<file path="src/rtl/map_table_pkg.sv">
// Shared definitions for the rename map table.
// Holds the slot count, tag widths, architectural register count, the hard-wired
// zero register/preg, the speculative entry type and a CDB tag-match helper.
package map_table_pkg;

  localparam int SCALAR_WIDTH   = 2;
  localparam int PREG_IDX_WIDTH = 6;
  localparam int NUM_ARCH_REGS  = 32;
  localparam int ARCH_IDX_WIDTH = $clog2(NUM_ARCH_REGS);

  typedef logic [ARCH_IDX_WIDTH-1:0] arch_idx_t;
  typedef logic [PREG_IDX_WIDTH-1:0] preg_idx_t;

  localparam arch_idx_t ZERO_REG  = '0;
  localparam preg_idx_t ZERO_PREG = '0;

  // One speculative map entry: current physical tag and its result-ready bit.
  typedef struct packed {
    preg_idx_t preg;
    logic      ready;
  } MT_ENTRY;

  // True when any valid CDB broadcast carries the given tag.
  function automatic logic cdb_hit(
    input preg_idx_t                    tag,
    input logic      [SCALAR_WIDTH-1:0] valid,
    input preg_idx_t [SCALAR_WIDTH-1:0] tags
  );
    cdb_hit = 1'b0;
    for (int unsigned k = 0; k < SCALAR_WIDTH; k++) begin
      if (valid[k] && (tags[k] == tag)) cdb_hit = 1'b1;
    end
  endfunction

endpackage

</file>
<file path="src/rtl/map_table_if.sv">
// Map-table bus: dispatch/rename, retire, CDB and rollback inputs plus the
// renamed-source and previous-mapping outputs.
//   master : the pipeline side (decoder, free list, ROB, CDB) driving requests
//   slave  : the map table consuming requests and returning renamed tags
interface map_table_if;
  import map_table_pkg::*;

  logic                                rollback_en;
  logic      [SCALAR_WIDTH-1:0]        dispatch_en;
  arch_idx_t [SCALAR_WIDTH-1:0]        dec_dest_idx;
  arch_idx_t [SCALAR_WIDTH-1:0]        dec_src1_idx;
  arch_idx_t [SCALAR_WIDTH-1:0]        dec_src2_idx;
  preg_idx_t [SCALAR_WIDTH-1:0]        FL_T_idx;
  logic      [SCALAR_WIDTH-1:0]        retire_en;
  arch_idx_t [SCALAR_WIDTH-1:0]        ROB_retire_dest_idx;
  preg_idx_t [SCALAR_WIDTH-1:0]        ROB_retire_T_idx;
  logic      [SCALAR_WIDTH-1:0]        CDB_valid;
  preg_idx_t [SCALAR_WIDTH-1:0]        CDB_T_idx;

  preg_idx_t [SCALAR_WIDTH-1:0]        MT_T1_idx;
  preg_idx_t [SCALAR_WIDTH-1:0]        MT_T2_idx;
  logic      [SCALAR_WIDTH-1:0]        MT_T1_ready;
  logic      [SCALAR_WIDTH-1:0]        MT_T2_ready;
  preg_idx_t [SCALAR_WIDTH-1:0]        MT_Told_idx;

  modport master (
    output rollback_en, dispatch_en, dec_dest_idx, dec_src1_idx, dec_src2_idx,
           FL_T_idx, retire_en, ROB_retire_dest_idx, ROB_retire_T_idx,
           CDB_valid, CDB_T_idx,
    input  MT_T1_idx, MT_T2_idx, MT_T1_ready, MT_T2_ready, MT_Told_idx
  );

  modport slave (
    input  rollback_en, dispatch_en, dec_dest_idx, dec_src1_idx, dec_src2_idx,
           FL_T_idx, retire_en, ROB_retire_dest_idx, ROB_retire_T_idx,
           CDB_valid, CDB_T_idx,
    output MT_T1_idx, MT_T2_idx, MT_T1_ready, MT_T2_ready, MT_Told_idx
  );

endinterface

</file>
<file path="src/rtl/map_table_arch.sv">
// Architectural (committed) map table.
//   clock, reset        : clock and asynchronous active-high reset (identity map)
//   retire_en           : per-slot retire valid
//   retire_dest_idx     : per-slot retiring architectural destination
//   retire_T_idx        : per-slot retiring physical tag
//   rollback_table      : full table including this cycle's retire writes, used
//                         to restore the speculative table on a mispredict
module arch_map_table
  import map_table_pkg::*;
(
  input  logic                                 clock,
  input  logic                                 reset,
  input  logic      [SCALAR_WIDTH-1:0]         retire_en,
  input  arch_idx_t [SCALAR_WIDTH-1:0]         retire_dest_idx,
  input  preg_idx_t [SCALAR_WIDTH-1:0]         retire_T_idx,
  output preg_idx_t [NUM_ARCH_REGS-1:0]        rollback_table
);

  preg_idx_t [NUM_ARCH_REGS-1:0] arch_table;

  // Higher slot is applied last so it wins a same-destination collision.
  always_comb begin
    rollback_table = arch_table;
    for (int unsigned s = 0; s < SCALAR_WIDTH; s++) begin
      if (retire_en[s] && (retire_dest_idx[s] != ZERO_REG))
        rollback_table[retire_dest_idx[s]] = retire_T_idx[s];
    end
  end

  always_ff @(posedge clock or posedge reset) begin
    if (reset) begin
      for (int unsigned i = 0; i < NUM_ARCH_REGS; i++)
        arch_table[i] <= PREG_IDX_WIDTH'(i);
    end else begin
      arch_table <= rollback_table;
    end
  end

endmodule

</file>
<file path="src/rtl/map_table.sv">
// Register-rename map table for a 2-wide pipeline.
//   clock, reset : clock and asynchronous active-high reset (identity mapping,
//                  all ready)
//   mt           : map_table_if slave -- dispatch/rename requests, retire, CDB
//                  broadcasts and rollback in; renamed source tags with ready
//                  bits and each slot's previous destination mapping out
// Outputs are combinational from the speculative table plus intra-bundle and
// CDB bypasses; table writes become visible the following cycle.
module map_table
  import map_table_pkg::*;
(
  input  logic       clock,
  input  logic       reset,
  map_table_if.slave mt
);

  MT_ENTRY                          spec_table [NUM_ARCH_REGS];
  MT_ENTRY                          spec_next  [NUM_ARCH_REGS];
  preg_idx_t [NUM_ARCH_REGS-1:0]    rollback_table;

  logic                             slot0_writes;
  arch_idx_t                        dest0;
  preg_idx_t                        fl0;
  logic      [SCALAR_WIDTH-1:0]     cdb_valid;
  preg_idx_t [SCALAR_WIDTH-1:0]     cdb_tags;

  assign dest0        = mt.dec_dest_idx[0];
  assign fl0          = mt.FL_T_idx[0];
  assign slot0_writes = mt.dispatch_en[0] && (dest0 != ZERO_REG);
  assign cdb_valid    = mt.CDB_valid;
  assign cdb_tags     = mt.CDB_T_idx;

  arch_map_table u_arch (
    .clock           (clock),
    .reset           (reset),
    .retire_en       (mt.retire_en),
    .retire_dest_idx (mt.ROB_retire_dest_idx),
    .retire_T_idx    (mt.ROB_retire_T_idx),
    .rollback_table  (rollback_table)
  );

  // A slot-1 source renamed by slot 0 in the same bundle takes slot 0's new
  // tag and stays not-ready; a CDB hit must not mark that fresh tag ready.
  function automatic MT_ENTRY read_src(input arch_idx_t src, input logic from_slot1);
    MT_ENTRY e;
    logic    bypassed;
    e        = spec_table[src];
    bypassed = 1'b0;
    if (src == ZERO_REG) begin
      e = '{preg: ZERO_PREG, ready: 1'b1};
    end else if (from_slot1 && slot0_writes && (src == dest0)) begin
      e        = '{preg: fl0, ready: 1'b0};
      bypassed = 1'b1;
    end
    if (!bypassed && (e.preg != ZERO_PREG) && cdb_hit(e.preg, cdb_valid, cdb_tags))
      e.ready = 1'b1;
    return e;
  endfunction

  always_comb begin
    MT_ENTRY e1;
    MT_ENTRY e2;
    arch_idx_t dest;
    mt.MT_T1_idx   = '0;
    mt.MT_T2_idx   = '0;
    mt.MT_T1_ready = '0;
    mt.MT_T2_ready = '0;
    mt.MT_Told_idx = '0;
    for (int unsigned s = 0; s < SCALAR_WIDTH; s++) begin
      e1 = read_src(mt.dec_src1_idx[s], s == 1);
      e2 = read_src(mt.dec_src2_idx[s], s == 1);
      mt.MT_T1_idx[s]   = e1.preg;
      mt.MT_T1_ready[s] = e1.ready;
      mt.MT_T2_idx[s]   = e2.preg;
      mt.MT_T2_ready[s] = e2.ready;
      dest = mt.dec_dest_idx[s];
      if (mt.dispatch_en[s] && (dest != ZERO_REG)) begin
        if ((s == 1) && slot0_writes && (dest == dest0))
          mt.MT_Told_idx[s] = fl0;
        else
          mt.MT_Told_idx[s] = spec_table[dest].preg;
      end
    end
  end

  // Rollback overrides everything; otherwise CDB readiness is applied first so
  // that a dispatch write to the same entry overrides it, slot 1 last.
  always_comb begin
    for (int unsigned i = 0; i < NUM_ARCH_REGS; i++)
      spec_next[i] = spec_table[i];
    if (mt.rollback_en) begin
      for (int unsigned i = 0; i < NUM_ARCH_REGS; i++)
        spec_next[i] = '{preg: rollback_table[i], ready: 1'b1};
    end else begin
      for (int unsigned i = 0; i < NUM_ARCH_REGS; i++) begin
        if (cdb_hit(spec_table[i].preg, cdb_valid, cdb_tags))
          spec_next[i].ready = 1'b1;
      end
      for (int unsigned s = 0; s < SCALAR_WIDTH; s++) begin
        if (mt.dispatch_en[s] && (mt.dec_dest_idx[s] != ZERO_REG))
          spec_next[mt.dec_dest_idx[s]] = '{preg: mt.FL_T_idx[s], ready: 1'b0};
      end
    end
  end

  always_ff @(posedge clock or posedge reset) begin
    if (reset) begin
      for (int unsigned i = 0; i < NUM_ARCH_REGS; i++)
        spec_table[i] <= '{preg: PREG_IDX_WIDTH'(i), ready: 1'b1};
    end else begin
      for (int unsigned i = 0; i < NUM_ARCH_REGS; i++)
        spec_table[i] <= spec_next[i];
    end
  end

endmodule

</file>
<file path="src/flat_wrapper.sv">
// flat-port wrapper written by rule: the top's interface ports become plain ports
module map_table_flat import map_table_pkg::*;
  (clock, reset, mt_rollback_en, mt_dispatch_en, mt_dec_dest_idx, mt_dec_src1_idx, mt_dec_src2_idx, mt_FL_T_idx, mt_retire_en, mt_ROB_retire_dest_idx, mt_ROB_retire_T_idx, mt_CDB_valid, mt_CDB_T_idx, mt_MT_T1_idx, mt_MT_T2_idx, mt_MT_T1_ready, mt_MT_T2_ready, mt_MT_Told_idx);
  map_table_if mt_i ();
  input  logic clock;
  input  logic reset;
  input wire logic [$bits(mt_i.rollback_en)-1:0] mt_rollback_en;
  input wire logic [$bits(mt_i.dispatch_en)-1:0] mt_dispatch_en;
  input wire logic [$bits(mt_i.dec_dest_idx)-1:0] mt_dec_dest_idx;
  input wire logic [$bits(mt_i.dec_src1_idx)-1:0] mt_dec_src1_idx;
  input wire logic [$bits(mt_i.dec_src2_idx)-1:0] mt_dec_src2_idx;
  input wire logic [$bits(mt_i.FL_T_idx)-1:0] mt_FL_T_idx;
  input wire logic [$bits(mt_i.retire_en)-1:0] mt_retire_en;
  input wire logic [$bits(mt_i.ROB_retire_dest_idx)-1:0] mt_ROB_retire_dest_idx;
  input wire logic [$bits(mt_i.ROB_retire_T_idx)-1:0] mt_ROB_retire_T_idx;
  input wire logic [$bits(mt_i.CDB_valid)-1:0] mt_CDB_valid;
  input wire logic [$bits(mt_i.CDB_T_idx)-1:0] mt_CDB_T_idx;
  output wire logic [$bits(mt_i.MT_T1_idx)-1:0] mt_MT_T1_idx;
  output wire logic [$bits(mt_i.MT_T2_idx)-1:0] mt_MT_T2_idx;
  output wire logic [$bits(mt_i.MT_T1_ready)-1:0] mt_MT_T1_ready;
  output wire logic [$bits(mt_i.MT_T2_ready)-1:0] mt_MT_T2_ready;
  output wire logic [$bits(mt_i.MT_Told_idx)-1:0] mt_MT_Told_idx;
  assign mt_i.rollback_en = mt_rollback_en;
  assign mt_i.dispatch_en = mt_dispatch_en;
  assign mt_i.dec_dest_idx = mt_dec_dest_idx;
  assign mt_i.dec_src1_idx = mt_dec_src1_idx;
  assign mt_i.dec_src2_idx = mt_dec_src2_idx;
  assign mt_i.FL_T_idx = mt_FL_T_idx;
  assign mt_i.retire_en = mt_retire_en;
  assign mt_i.ROB_retire_dest_idx = mt_ROB_retire_dest_idx;
  assign mt_i.ROB_retire_T_idx = mt_ROB_retire_T_idx;
  assign mt_i.CDB_valid = mt_CDB_valid;
  assign mt_i.CDB_T_idx = mt_CDB_T_idx;
  assign mt_MT_T1_idx = mt_i.MT_T1_idx;
  assign mt_MT_T2_idx = mt_i.MT_T2_idx;
  assign mt_MT_T1_ready = mt_i.MT_T1_ready;
  assign mt_MT_T2_ready = mt_i.MT_T2_ready;
  assign mt_MT_Told_idx = mt_i.MT_Told_idx;
  map_table u_core (.clock(clock), .reset(reset), .mt(mt_i));
endmodule
</file>
<file path="config.mk">
export PLATFORM = sky130hd
export DESIGN_NAME = map_table_flat
export DESIGN_NICKNAME = d
export VERILOG_FILES = /design/src/rtl/map_table_pkg.sv /design/src/rtl/map_table_if.sv /design/src/rtl/map_table_arch.sv /design/src/rtl/map_table.sv /design/src/flat_wrapper.sv
export SDC_FILE = /design/constraint.sdc
export NUM_CORES = 2
export LEC_CHECK = 0
export CORE_ASPECT_RATIO = 1.2
export CORE_MARGIN = 2
export CORE_UTILIZATION = 30
export CTS_CLUSTER_DIAMETER = 150
export DETAILED_ROUTE_END_ITERATION = 7
export PLACE_DENSITY = 0.43
export SLEW_MARGIN = 20
export SYNTH_ARGS = -nofsm -noshare
export SYNTH_HDL_FRONTEND = slang
export SYNTH_SLANG_ARGS = --single-unit
</file>
<file path="constraint.sdc">
create_clock -name clock -period 15.4 [get_ports clock]
set_clock_uncertainty 0.1 [all_clocks]
set_input_delay 3.08 -clock clock [delete_from_list [all_inputs] [get_ports clock]]
set_output_delay 3.08 -clock clock [all_outputs]
set_load 0.1 [all_outputs]
</file>
## Yosys cells after proc, flatten, opt, wreduce, memory -nomap -nowiden

Cells that the tools add are included.

| storage, ports and cells | value |
|---|---|
| flip-flop bits (word level) | 416 |
| memories kept | 0 |
| memory bits (read-only) | 0 |
| memory bits (writable) | 0 |
| bits in latches | 0 |
| bits of input ports | 85 |

| cells by class | value |
|---|---|
| bitwise gates (word level) | 6 |
| order comparisons | 12 |
| reductions and logical operators | 103 |
| multiplexer cells | 221 |
| div/mod/pow operators | 0 |
| add/subtract/negate cells | 0 |
| $mul | 0 |
| shift operators | 0 |
| equal/unequal tests | 75 |

Operator list:

| operator | number |
|---|---|
| 224-bit 2-to-1 mux | 4 |
| 224-bit bitwise mux | 2 |
| 6-bit equality test | 72 |
| 192-bit bitwise mux | 2 |
| 192-bit 2-to-1 mux | 2 |
| 7-bit binary-select mux with 5-bit select | 6 |
| 1-bit 2-to-1 mux | 176 |
| 7-bit 2-to-1 mux | 20 |
| 1-bit logical AND | 89 |
| 7-bit demux with 5-bit select | 2 |
| 6-bit demux with 5-bit select | 2 |
| 6-bit >= comparator, second input constant | 6 |
| 5-bit NOT with 6-bit output | 6 |
| 6-bit 2-to-1 mux | 5 |
| 6-bit nonzero test | 4 |
| 5-bit logical NOT | 4 |
| 5-bit nonzero test | 4 |
| 5-bit equality test | 3 |
| 5-bit by 6-bit less-than comparator with 1-bit output, second input constant | 2 |
| 6-bit by 1-bit less-than comparator with 1-bit output, second input constant | 2 |
| 5-bit by 1-bit >= comparator with 1-bit output, second input constant | 2 |
| 1-bit logical NOT | 2 |

## Longest topological paths before layout

| depth | value |
|---|---|
| word-level depth | 13 |
| mapped depth | 13 |
| depth with buffers taken out | 9 |

## By module

Synthesis repeated with hierarchy kept, for this count alone.

| second synthesis, totals | value |
|---|---|
| cells, all modules | 4,530 |
| area total of the unflattened synthesis | 39,541.7 sq um |

By module, submodules not included:

| module | seq. area each (sq um) | area an instance (sq um) | cells each | times used |
|---|---|---|---|---|
| map_table | 5,745.5 | 29,445.7 | 3,320 | 1 |
| arch_map_table | 4,904.7 | 10,095.9 | 1,210 | 1 |

## Worst setup path before layout

Ideal clock, no wire load.

| path | value |
|---|---|
| kind | input to output |
| start | input port mt_dec_src1_idx[5] |
| end | output port mt_MT_T1_ready[1] |
| arrival | 8.562 ns |
| path slack | 3.658 ns |
| stages | 10 |
| cells stage by stage | buf_4 > buf_2 > buf_2 > mux2i_1 > and3_1 > nor4_1 > a21oi_1 > o21ai_0 > o41ai_1 > a31oi_1 |

| on the way | value |
|---|---|
| word-level cells in the longest chain between the ends | 12 |
| elaborated cells between the ends (all ways) | 22 |

Ends and longest elaborated chain:

| what | line | source |
|---|---|---|
| start: declaration | flat_wrapper.sv:10 | `input wire logic [$bits(mt_i.dec_src1_idx)-1:0] mt_dec_src1_idx;` |
| 5-bit NOT with 6-bit output (not written as such) | map_table.sv:47 | `e = spec_table[src];` |
| 7-bit binary-select mux with 5-bit select | map_table.sv:47 |  |
| 7-bit 2-to-1 mux (not written as such) (2 in series) | map_table.sv:47 |  |
| 7-bit 2-to-1 mux | map_table.sv:51 | `end else if (from_slot1 && slot0_writes && (src == dest0)) begin` |
| 7-bit 2-to-1 mux (*) | map_table.sv:49 | `if (src == ZERO_REG) begin` |
| via mt_MT_T1_idx[11] | flat_wrapper.sv:18 | `output wire logic [$bits(mt_i.MT_T1_idx)-1:0] mt_MT_T1_idx;` |
| 6-bit equality test | map_table_pkg.sv:31 | `if (valid[k] && (tags[k] == tag)) cdb_hit = 1'b1;` |
| 1-bit logical AND | map_table_pkg.sv:31 |  |
| 1-bit 2-to-1 mux (2 in series) | map_table_pkg.sv:31 |  |
| 1-bit logical AND (*) | map_table.sv:55 | `if (!bypassed && (e.preg != ZERO_PREG) && cdb_hit(e.preg, cdb_valid, cdb_tags))` |
| 1-bit 2-to-1 mux (*) | map_table.sv:55 |  |
| end: declaration | flat_wrapper.sv:20 | `output wire logic [$bits(mt_i.MT_T1_ready)-1:0] mt_MT_T1_ready;` |

The timed path passes the listed nets; every way through them passes the cells marked *. The select of a mux whose other input is x is not followed.

## Worst setup path after layout

| path | value |
|---|---|
| start | input port mt_dec_dest_idx[2] |
| end | output port mt_MT_T2_ready[1] |

| on the way | value |
|---|---|
| word-level cells in the longest chain between the ends | 11 |
| elaborated cells between the ends (all ways) | 19 |

Ends and longest elaborated chain:

| what | line | source |
|---|---|---|
| start: declaration | flat_wrapper.sv:9 | `input wire logic [$bits(mt_i.dec_dest_idx)-1:0] mt_dec_dest_idx;` |
| 5-bit nonzero test | map_table.sv:29 | `assign slot0_writes = mt.dispatch_en[0] && (dest0 != ZERO_REG);` |
| 1-bit logical AND | map_table.sv:29 |  |
| 1-bit logical AND (*) | map_table.sv:51 |  |
| 7-bit 2-to-1 mux | map_table.sv:51 |  |
| 7-bit 2-to-1 mux | map_table.sv:49 |  |
| 6-bit equality test | map_table_pkg.sv:31 |  |
| 1-bit logical AND | map_table_pkg.sv:31 |  |
| 1-bit 2-to-1 mux (2 in series) | map_table_pkg.sv:31 |  |
| 1-bit logical AND | map_table.sv:55 |  |
| 1-bit 2-to-1 mux (*) | map_table.sv:55 |  |
| end: declaration | flat_wrapper.sv:21 | `output wire logic [$bits(mt_i.MT_T2_ready)-1:0] mt_MT_T2_ready;` |

Mark *: on every way between the ends. The rest lies on a longest branch, timed or not.

==> results.txt <==
# rows: 144
Post-synthesis cell area: 38950 um2
Lkg Pwr: 0.01594 uW
Pin count of the biggest net entering global routing: 175
Post-synth cell types: 85
Post-CTS setup buffers: 0
Async S/R FF share, synth: 1.000
Sink Count: 416
Core ar.: 128600 um2
Max-slew violation count: 0
Reg clk slew, reported paths: 0.06 ns
Final worst path period share: 0.7390
RSZ-0062 raised after global routing: no
Worst endpoint required time: 12.22 ns
# nets final: 4081
DIE AREA: 132700 um2
Final Util: 0.3279
Top FF cell, synth: dfrtp_1
Fmax: 87.86 MHz
Register bit total from synthesis: 416
Design Area, Final: 42180 um2
Post-Syn Area per Cell: 9.000 um2
WHS: 0.2736 ns
Ratio of cells with drive above 1 in the final layout: 0.1885
Power Dens Cells: 123.4 nW/um2
Seq/Total Area, Yosys: 0.2734
I/O Buffers: 124
Maximum vdd drop: 0.08037 mV
Yosys warnings: 0
Post-CTS Resized: 0
Fin worst setup slack: 4.019 ns
Routed WL per cell: 36.23 um
WL final: 207500 um
Critical path arrival: 8.20 ns
Clock Latency Late Sink: 0.62 ns
Status: finished clean
Vias in the first global route: 34170
Relative slew margins: 0.1584
TritonCTS clock tree: built
Post-Synthesis Cells: 4328
Crit path kind: input pin to output port
Drt first pass iters: 6
Hold Path Class: register to register
Final hold violation count: 0
Grt total ovfl: 0
# hold bufs at CTS: 0
Max cap viols: 0
First-pass GRT wire length: 286600 um
Slew @ Worst Pin: 1.249 ns
Synthesized Nets: 4413
Antenna Violating Nets Remaining: 0
Die Height: 398.7 um
Bufs on Longest Clock Path: 3
Initial antenna violation count: 18
Initial Utilization: 0.3028
Io pins: 125
1st-iter DRT viols: 4790
Detailed-route via count: 36190
RePlAce Congestion: 0.9896
Worst-path fanout max: 16
Dpl cell area: 40470 um2
Register-to-register setup slack: 13.43 ns
Crit path launch type: input pin
Commonest non-fill, non-tap cell in the layout: nand2_1
Clk root buf: clkbuf_16
Die width: 332.9 um
Total CTS buffers: 49
Htree depth: 2
Drc violations: 0
Dpl ws: 4.154 ns
Min Tclk post-route: 11.38 ns
Drt via density: 6.319
EDFF count, synth: 0
GRT Resource Usage Total: 0.3039
Setup TNS Final: 0 ns
Critical path endpoint category: output port
Area grow syn2layout: 8.291%
Post-DP HPWL: 137400 um
Final setup viols: 0
Most frequent cells in the layout: 596 x nand2_1, 509 x o21ai_0, 425 x mux2i_1, 291 x mux4_2, 226 x xnor2_1
==> cell families after synthesis <==
logic type	count (synthesis)	synth area share
flip-flops	416	0.2734
XOR/XNOR	428	0.09624
multiplexers	743	0.2885
AO/OA/AOI/OAI	885	0.1332
buffers and inverters	644	0.06588
AND/OR/NAND/NOR	1212	0.1427
==> critical path, cell delays in order <==
cell and delay, ns:
clkdlybuf4s50_1 0.98, or3_4 0.71, o31ai_4 0.60, or4b_1 0.34, nand2_1 0.26, nand3_1 0.16
o2111ai_1 0.14, a2111o_1 0.47, o22ai_2 0.17, o2bb2ai_1 0.13, clkdlybuf4s50_1 1.16
==> power breakdown <==
| part | switching [uW] | internal [uW] | total (uW) |
|---|---|---|---|
| Clock | 537 | 709 | 1250 |
| Combinational | 1120 | 809 | 1930 |
| Sequential | 616 | 1410 | 2030 |
| Total | 2270 | 2930 | 5200 |
==> state kept, by name (all words and copies together) (netlist names) <==
register / cells
u_core.u_arch.arch_table: 192
u_core.spec_table: 224
==> path summary, 6_finish.rpt <==
check / cells past startpoint / end / start
max reg2reg: 5 / u_core.spec_table[182] / u_core.spec_table[186]
min reg2reg: 0 / u_core.u_arch.arch_table[3] / u_core.u_arch.arch_table[3]
max in group asynchronous: 4 / u_core.u_arch.arch_table[144] / reset
min in group asynchronous: 2 / u_core.u_arch.arch_table[68] / reset
max: 11 / mt_MT_T2_ready[1] / mt_dec_dest_idx[2]
min: 0 / u_core.u_arch.arch_table[3] / u_core.u_arch.arch_table[3]
==> layer usage <==
| layer | global-route usage | routed length, um | up-vias |
|---|---|---|---|
| met4 | 0.1622 | 13070 | 16 |
| met5 | 0 | 103 | - |
| met3 | 0.07806 | 21420 | 610 |
| met1 | 0.4050 | 84730 | 18230 |
| met2 | 0.4509 | 88140 | 2463 |
| li1 | - | - | 14870 |
==> layout make-up <==
| type | instances | area (um2) |
|---|---|---|
| multi-input combinational | 3268 | 25740 |
| sequential | 416 | 10650 |
| antenna | 10 | 25.02 |
| tap | 1679 | 2101 |
| clock inverter | 16 | 190.2 |
| inverter | 37 | 146.4 |
| timing repair buffer | 224 | 1854 |
| clock buffer | 76 | 1468 |
| fill | 13320 | 86460 |
==> synth_stat cells (29+ instances only) <==
| library cell | n | area [um2] |
|---|---|---|
| nand2_1 | 596 | 2237 |
| o21ai_0 | 509 | 2547 |
| mux2i_1 | 425 | 4254 |
| clkbuf_1 | 423 | 1588 |
| mux4_2 | 291 | 6554 |
| xnor2_1 | 226 | 1979 |
| dfrtp_1 | 224 | 5605 |
| xor2_1 | 202 | 1769 |
| nor2_1 | 199 | 747.0 |
| dfstp_2 | 192 | 5045 |
| a21oi_1 | 134 | 670.6 |
| buf_1 | 126 | 473.0 |
| nand3_1 | 91 | 455.4 |
| a22oi_1 | 76 | 570.6 |
| nor4_1 | 73 | 456.7 |
| nand4_1 | 71 | 444.2 |
| o211ai_1 | 40 | 300.3 |
| buf_2 | 38 | 190.2 |
| inv_1 | 34 | 127.6 |
| nor3_1 | 30 | 150.1 |
| nand2b_1 | 29 | 181.4 |
==> metrics by stage <==
step           std cells  total power (uW)
3_3_place_gp        5622              3847
6_report            5726              5203
2_1_floorplan       4328              3057
4_1_cts             5715              5119
3_5_place_dp        5623              3860
5_1_grt             5718              5353
Note: power is estimated with default switching activity, not from simulation.
